<file path="config.mk">
export PLATFORM = sky130hd
export DESIGN_NAME = paralelo_serial
export DESIGN_NICKNAME = d
export VERILOG_FILES = /design/src/rtl/paralelo_serial.sv
export SDC_FILE = /design/constraint.sdc
export NUM_CORES = 1
export LEC_CHECK = 0
export ABC_AREA = 0
export ABC_CLOCK_PERIOD_IN_PS = 1900
export CORE_MARGIN = 4
export CORE_UTILIZATION = 35
export DETAILED_ROUTE_END_ITERATION = 16
export HOLD_SLACK_MARGIN = 0.1
export MAX_ROUTING_LAYER = met4
export PLACE_DENSITY = 0.61
export SLEW_MARGIN = 30
export SYNTH_ARGS = -nofsm -noshare
export SYNTH_HDL_FRONTEND = slang
export SYNTH_SLANG_ARGS = --single-unit
</file>
<file path="constraint.sdc">
create_clock -name clk_32f -period 1.9 [get_ports clk_32f]
set_input_delay 0.475 -clock clk_32f [delete_from_list [all_inputs] [get_ports clk_32f]]
set_output_delay 0.475 -clock clk_32f [all_outputs]
set_load 0.01 [all_outputs]
</file>
<file path="src/rtl/paralelo_serial.sv">
// paralelo_serial
// Byte-to-serial transmitter for the PHY lane. Bytes arrive from the link
// layer over a valid/ready handshake. They are shifted out MSB-first, one bit
// per clk_32f cycle. After reset a run of SYNC_BYTES comma bytes (IDLE_CHAR)
// is sent so the receiver can lock. Any byte slot with no pending data is
// filled with IDLE_CHAR.
//
// Ports:
//   clk_32f    in   bit clock, all state changes on its rising edge
//   reset      in   asynchronous, active-low reset
//   data_in    in   [7:0] parallel byte from the link layer
//   valid_in   in   data_in valid, held by upstream until accepted
//   ready_out  out  block can take a byte this cycle
//   data_out   out  serial bit stream, MSB first
//   active_out out  synchronisation finished, data transfer enabled

module paralelo_serial #(
  parameter logic [7:0] IDLE_CHAR  = 8'hBC,
  parameter int         SYNC_BYTES = 5
) (
  input  logic       clk_32f,
  input  logic       reset,
  input  logic [7:0] data_in,
  input  logic       valid_in,
  output logic       ready_out,
  output logic       data_out,
  output logic       active_out
);

  typedef enum logic {
    SYNC,
    ACTIVE
  } state_t;

  localparam logic [3:0] SYNC_LAST = 4'(SYNC_BYTES - 1);

  state_t     state, state_next;
  logic [3:0] sync_cnt, sync_cnt_next;
  logic [7:0] sr;
  logic [2:0] bit_cnt;
  logic [7:0] hold;
  logic       hold_full;
  logic       boundary;
  logic       accept;

  // The last bit of the current byte is on the line; the next edge
  // reloads the shift register.
  assign boundary = (bit_cnt == 3'd7);

  // ready_out only depends on registered state, so upstream sees a clean
  // handshake regardless of how valid_in toggles.
  assign accept     = valid_in & ready_out;
  assign ready_out  = (state == ACTIVE) & ~hold_full;
  assign active_out = (state == ACTIVE);
  assign data_out   = sr[7];

  // FSM state and sync byte counter registers.
  always_ff @(posedge clk_32f or negedge reset) begin
    if (!reset) begin
      state    <= SYNC;
      sync_cnt <= 4'd0;
    end else begin
      state    <= state_next;
      sync_cnt <= sync_cnt_next;
    end
  end

  // Count complete comma bytes at each boundary. The switch to ACTIVE
  // happens on the boundary of the last one, and that edge still loads
  // IDLE_CHAR because hold cannot be full while in SYNC.
  always_comb begin
    state_next    = state;
    sync_cnt_next = sync_cnt;
    case (state)
      SYNC: begin
        if (boundary) begin
          if (sync_cnt == SYNC_LAST) begin
            state_next    = ACTIVE;
            sync_cnt_next = 4'd0;
          end else begin
            sync_cnt_next = sync_cnt + 4'd1;
          end
        end
      end
      ACTIVE: begin
        state_next = ACTIVE;
      end
      default: begin
        state_next    = SYNC;
        sync_cnt_next = 4'd0;
      end
    endcase
  end

  // Shift register, bit counter and one-byte holding register.
  // A byte accepted on a boundary edge is not bypassed into sr: sr samples
  // the old (empty) hold and loads IDLE_CHAR, and the new byte goes out in
  // the following slot. Accept and reload-from-hold can never coincide,
  // because ready_out is low whenever hold is full.
  always_ff @(posedge clk_32f or negedge reset) begin
    if (!reset) begin
      sr        <= IDLE_CHAR;
      bit_cnt   <= 3'd0;
      hold      <= 8'd0;
      hold_full <= 1'b0;
    end else begin
      if (boundary) begin
        bit_cnt <= 3'd0;
        sr      <= hold_full ? hold : IDLE_CHAR;
      end else begin
        bit_cnt <= bit_cnt + 3'd1;
        sr      <= {sr[6:0], 1'b0};
      end

      if (accept) begin
        hold      <= data_in;
        hold_full <= 1'b1;
      end else if (boundary && hold_full) begin
        hold_full <= 1'b0;
      end
    end
  end

endmodule
</file>
==> results of run 1 <==
worst paths after layout:
path | endpoint | startpoint | slack (ns) | depth (start not counted)
setup / recovery | active_out | active_out$_DFF_PN0_ | 0.08 | 2
hold / removal | bit_cnt[0]$_DFF_PN0_ | bit_cnt[0]$_DFF_PN0_ | 0.45 | 1
setup reg to reg | sync_cnt[3]$_DFFE_PN0P_ | bit_cnt[0]$_DFF_PN0_ | 0.37 | 5
hold reg to reg | bit_cnt[0]$_DFF_PN0_ | bit_cnt[0]$_DFF_PN0_ | 0.45 | 1
max in group asynchronous | sr[7]$_DFF_PN1_ | reset | 1.12 | 2
min in group asynchronous | hold[6]$_DFFE_PN0P_ | reset | 0.49 | 2
power groups by stage:
stage | clock network, mW | logic [mW] | registers (mW)
5_1_grt | 0.276 | 0.145 | 0.633
2_1_floorplan | 0 | 0.0792 | 0.631
6_report | 0.232 | 0.134 | 0.626
3_3_place_gp | 0 | 0.130 | 0.638
3_5_place_dp | 0 | 0.133 | 0.639
4_1_cts | 0.246 | 0.138 | 0.627
worst max-delay path, cell delays in order (launching register included):
cell and delay, ns:
dfrtp_1 0.37, buf_4 0.13, clkdlybuf4s50_1 0.53
area by class of cell:
class	count	area, µm²	area share
Sequential cell	25	633	0.501
Inverter	5	18.8	0.0149
Clock inverter	1	5.00	0.00396
Clock buffer	3	22.5	0.0178
Timing Repair Buffer	16	154	0.122
Multi-Input combinational cell	42	392	0.310
Tap cell	31	38.8	0.0307
flip-flops by register name, indices dropped and copies added, names as in the netlist:
name / flops
hold: 8
sr: 8
sync_cnt: 4
bit_cnt: 3
active_out: 1
hold_full: 1
synth_stat cells:
master / n
dfrtp_1: 20
mux2_4: 8
o21ai_0: 6
dfstp_2: 5
ha_1: 5
inv_1: 5
o22a_1: 5
nand2_1: 2
nand3_1: 2
nor2_1: 2
nor2b_1: 2
nor2b_4: 2
a21o_2: 1
a22o_1: 1
and3_1: 1
and3b_1: 1
clkbuf_1: 1
mux2_2: 1
nand2_4: 1
nand4_1: 1
or3b_1: 1
metrics by stage:
| step | hold slack [ns] | area (µm²) |
|---|---|---|
| 6_report | 0.447 | 1260 |
| 3_3_place_gp | 0.419 | 1220 |
| 5_1_grt | 0.484 | 1260 |
| 4_1_cts | 0.453 | 1260 |
| 2_1_floorplan | 0.179 | 1050 |
| 3_5_place_dp | 0.436 | 1220 |
logic make-up after synthesis:
logic type / Yosys count / synth area share
flops: 25 / 0.604
fa+ha+maj: 5 / 0.0598
simple gates: 15 / 0.102
buf+inv: 6 / 0.0215
compound gates: 13 / 0.0873
mux: 9 / 0.126
repair_timing:
action | in CTS | in global routing
gates resized for setup | 2 | 1
setup buffers | 2 | 0
gates cloned | 0 | 0
hold endpoints to repair | 0 | 0
endpoints found under the setup margin | 1 | 1
metal layers:
metal | vias to the layer above | track usage | routed length (µm)
li1 | 292 | - | -
met4 | 0 | 0.0661 | 36
met1 | 298 | 0.135 | 785
met3 | 4 | 0.0144 | 45
met2 | 11 | 0.148 | 790
met5 | - | - | 0
==> impl_results.md, run 1 <==
- Worst-margin pin slew: 0.376 ns
- # rows: 19
- GR Util All Layers: 0.103
- Hold WC Path Type: flip-flop to flip-flop
- Sink Count: 25
- Clock power share: 0.234
- DR WL/cell: 13.5 µm
- Setup Skew: 0.00997 ns
- Port buffer count: 13
- Post-Place Cells: 117
- Syn. warnings: 0
- Leak: 0.607 nW
- Initial drt markers: 18
- Layout cells sized above 1: 0.283
- Final wirelength: 1.66 mm
- MaxCap Viol Count: 0
- I/O pin count: 14
- Quantity of hold-fixing buffers added after cts: 0
- Initial antenna violation count: 0
- Setup TNS: 0 ns
- Total chip power: 992 µW
- Routed Antenna Nets: 0
- Switching Fraction: 0.225
- Most common cell after layout, fill and taps aside: dfrtp_1
- Die H: 62.7 µm
- Inserted Clock Buffers: 3
- # setup viols final: 0
- RePlAce Congestion: 0.651
- Die area: 3930 µm²
- Syn Inst Count: 73
- Net switching power figure: 223 µW
- Crit path time final: 1.82 ns
- Dpl hpwl: 1.23 mm
- Pins Over Slew Limit: 0
- Most frequent cells in the layout: dfrtp_1 (19), clkdlybuf4s50_1 (11), mux2_4 (8), o21ai_0 (6)
- Final Util: 0.450
- DRC Markers: 0
- Internal power consumption: 768 µW
- CTS H-Tree Depth: 1
- Root Buffer: clkbuf_4
- Worst skew pair latency: 0.32 ns
- Pre-CTS setup slack: 0.255 ns
- Avg Inst Size Synth: 14.3 µm²
- Synth top area cells: dfrtp_1 (48%), dfstp_2 (13%), mux2_4 (11%)
- CTS tree: done
- WP data required: 1.42 ns
- Final Hold Fails: 0
- Distinct cells, synth: 21
- Pwr/cell area: 785 nW/µm²
- Share of the synthesized area in the top cell type: 0.478
- Ant diodes: 0
- First-pass GRT wire length: 3.07 mm
- Fin nets: 109
- Worst Slack Setup Final: 0.0836 ns
- Flops & latches, synth: 25
- Area of the mapped netlist: 1050 µm²
- Post-route clock period utilization: 0.956
- Unrepaired setup endpoints after global routing: false
- Crit. End Element: primary output
- Fmax: 551 MHz
- Kind of critical path: flip-flop to primary output
- Initial DRT Pass Iterations: 4
- Clock transition at path regs: 0.12 ns
- Slew headroom: 0.749
- Logic pwr share: 0.135
- Fill cells: 253
- Largest area contributor in the netlist: dfrtp_1
- Largest net degree at the start of global routing: 26
- Initial Util: 0.373
- Die X-Extent: 62.7 µm
- Startpoint Class: flip-flop
- Reg power frac: 0.631
- Worst VDD drop: 245 µV
- Core ar.: 2810 µm²
- Synthesis-to-layout area growth: 20.8%
- Final non-filler cell total: 123
- Crit path DAT: 1.34 ns
- Max Buffers Root-to-Sink: 2
- Register area share after synthesis: 0.604
- Total grt overflow: 0
- Via-to-Cell Ratio: 4.92
- Via Count: 605
- Status: completed
- Syn nets: 89
- Vias in the first global route: 648
- CP max FO: 3
No activity file was read; power rests on OpenSTA's default activity.
==> inputs of run 2 (changes only) <==
==> constraint.sdc (replaced) <==
create_clock -name clk_32f -period 1.9 [get_ports clk_32f]
set_input_delay 0.475 -clock clk_32f [delete_from_list [all_inputs] [get_ports clk_32f]]
set_output_delay 0.475 -clock clk_32f [all_outputs]
set_load 0.02 [all_outputs]
==> impl_results.md, run 2 (synthesis results as in run 1) <==
- Status: completed
- # setup viols final: 0 (unchanged)
- Initial antenna violation count: 0 (unchanged)
- Crit. End Element: primary output
- Net switching power figure: 229 µW (+2.7%)
- Total chip power: 1000 µW (+0.83%)
- FF-to-FF setup slack: 0.39 ns (+0.02 ns)
- Layout cells sized above 1: 0.264 (-0.0189)
- CP max FO: 6 (+3)
- Setup Skew: 0.00450 ns (-0.00547 ns)
- Fmax: 561 MHz (+1.9%)
- Slew headroom: 0.749 (about the same)
- Hold WC Path Type: flip-flop to flip-flop
- Via Count: 592 (-2.1%)
- Synthesis-to-layout area growth: 19.9%
- Leak: 0.591 nW (-2.5%)
- Setup TNS: 0 ns (unchanged)
- Die H: 62.7 µm (unchanged)
- Total grt overflow: 0 (unchanged)
- Worst Reg-to-Reg Cells: 5 (unchanged)
- Crit path time final: 1.78 ns (-0.0340 ns)
- First-pass GRT wire length: 2.84 mm (-7.4%)
- DRC Markers: 0 (unchanged)
- Port buffer count: 13 (unchanged)
- Logic pwr share: 0.129 (-0.006)
- MaxCap Viol Count: 0 (unchanged)
- Final wirelength: 1.50 mm (-9.8%)
- Multi-input gate area: 392 µm² (unchanged)
- Dpl hpwl: 1.14 mm (-7.1%)
- FF+latch area: 632 µm² (-0.20%)
- Switching Fraction: 0.229 (+0.00419)
- Pwr/cell area: 798 nW/µm² (+1.6%)
- Reg power frac: 0.628 (-0.003)
- Biggest regs: hold (8), sr (8), sync_cnt (4)
- Kind of critical path: flip-flop to primary output
- Initial Util: 0.373 (unchanged)
- Core ar.: 2810 µm² (unchanged)
- Pins Over Slew Limit: 0 (unchanged)
- Unrepaired setup endpoints after global routing: false
- I/O pin count: 14 (unchanged)
- RePlAce Congestion: 0.643 (-1.2%)
- Worst skew pair latency: 0.32 ns (about the same)
- # rows: 19 (unchanged)
- Die area: 3930 µm² (unchanged)
- Die X-Extent: 62.7 µm (unchanged)
- DR WL/cell: 12.3 µm (-9.0%)
- Inserted Clock Buffers: 3 (unchanged)
- Most common cell after layout, fill and taps aside: dfrtp_1
- Worst VDD drop: 325 µV (+32%)
- CTS H-Tree Depth: 1 (unchanged)
- Startpoint Class: flip-flop
- Fill cells: 264 (+4.3%)
- Worst-margin pin slew: 0.377 ns (+0.000663 ns)
- Final Hold Fails: 0 (unchanged)
- Initial drt markers: 18 (unchanged)
- Via-to-Cell Ratio: 4.85 (-1.3%)
- Hold WS: 0.442 ns (-0.00561 ns)
- # Post-CTS Setup Buffers: 0 (-2)
- Post-route clock period utilization: 0.938 (-0.0179)
- Fin nets: 108 (-0.92%)
- Sink Count: 25 (unchanged)
- Clock power share: 0.243 (+0.009)
- GR Util All Layers: 0.0922 (-0.0104)
- Root Buffer: clkbuf_4
- Ant diodes: 0 (unchanged)
- Largest net degree at the start of global routing: 26 (unchanged)
- Routed Antenna Nets: 0 (unchanged)
- Hold path cells: 1 (unchanged)
- Most frequent cells in the layout: dfrtp_1 (20), clkdlybuf4s50_1 (10), mux2_4 (8), o21ai_0 (6)
- Max Buffers Root-to-Sink: 2 (unchanged)
- Vias in the first global route: 637 (-1.7%)
- Crit path DAT: 1.31 ns (-0.03 ns)
- Internal power consumption: 770 µW (+0.28%)
- Initial DRT Pass Iterations: 4 (unchanged)
- Clock transition at path regs: 0.14 ns (+0.02 ns)
- WP data required: 1.42 ns (about the same)
- CTS tree: done
==> run 2: cell types whose count changed in the layout (fill, tap and decap cells not counted) <==
| cell | change |
|---|---|
| clkinv_2 | -1 |
| dfrtp_1 | +1 |
| inv_6 | +1 |
| clkdlybuf4s50_1 | -1 |
| dlygate4sd2_1 | +2 |
| dlymetal6s2s_1 | -1 |
| buf_4 | -1 |
| dfrtp_2 | -1 |
==> run 2: worst paths after layout <==
check | from | endpoint
setup / recovery | hold_full$_DFFE_PN0P_ | ready_out
hold / removal | bit_cnt[0]$_DFF_PN0_ | bit_cnt[0]$_DFF_PN0_
setup reg to reg | bit_cnt[0]$_DFF_PN0_ | sync_cnt[3]$_DFFE_PN0P_
hold reg to reg | bit_cnt[0]$_DFF_PN0_ | bit_cnt[0]$_DFF_PN0_
max in group asynchronous | reset | sr[5]$_DFF_PN1_
min in group asynchronous | reset | hold[3]$_DFFE_PN0P_
==> run 2: layer usage <==
layer  track usage  vias up  wire, µm
li1              -      294         -
met1         0.115      281       718
met2         0.140       12       686
met3        0.0198        5        54
met4        0.0496        0        37
met5             -        -         0
==> run 2: power groups by stage <==
| stage | sequential, mW | combinational, mW | clock, mW |
|---|---|---|---|
| after floorplan | 0.634 | 0.0807 | 0 |
| after global placement | 0.637 | 0.134 | 0 |
| after detailed placement | 0.637 | 0.136 | 0 |
| after CTS | 0.628 | 0.133 | 0.260 |
| after global routing | 0.633 | 0.142 | 0.277 |
| final | 0.627 | 0.129 | 0.243 |
==> run 2: area by class of cell <==
class,count,area share
Clock buffer,3,0.0180
Clock inverter,1,0.00699
Inverter,5,0.0150
Multi-Input combinational cell,42,0.312
Sequential cell,25,0.504
Tap cell,31,0.0309
Timing Repair Buffer,15,0.113
==> run 2: worst max-delay path, cell delays in order, from the launching register on <==
cell and delay, ns:
dfrtp_1 0.48, nor2b_4 0.16, dlygate4sd2_1 0.35
==> run 2: stage by stage <==
step	cell area, µm²	worst slack, ns	util	std cells
floorplan	1050	0.459	-	73
global route	1250	0.0193	0.447	122
finish	1250	0.118	0.447	122
detailed placement	1230	0.205	0.437	118
CTS	1250	0.0808	0.447	122
global placement	1230	0.224	0.437	118
==> run 2: what timing repair did <==
item,CTS,global route
hold buffers,0,0
resized for setup,3,0
setup endpoints to repair,3,0
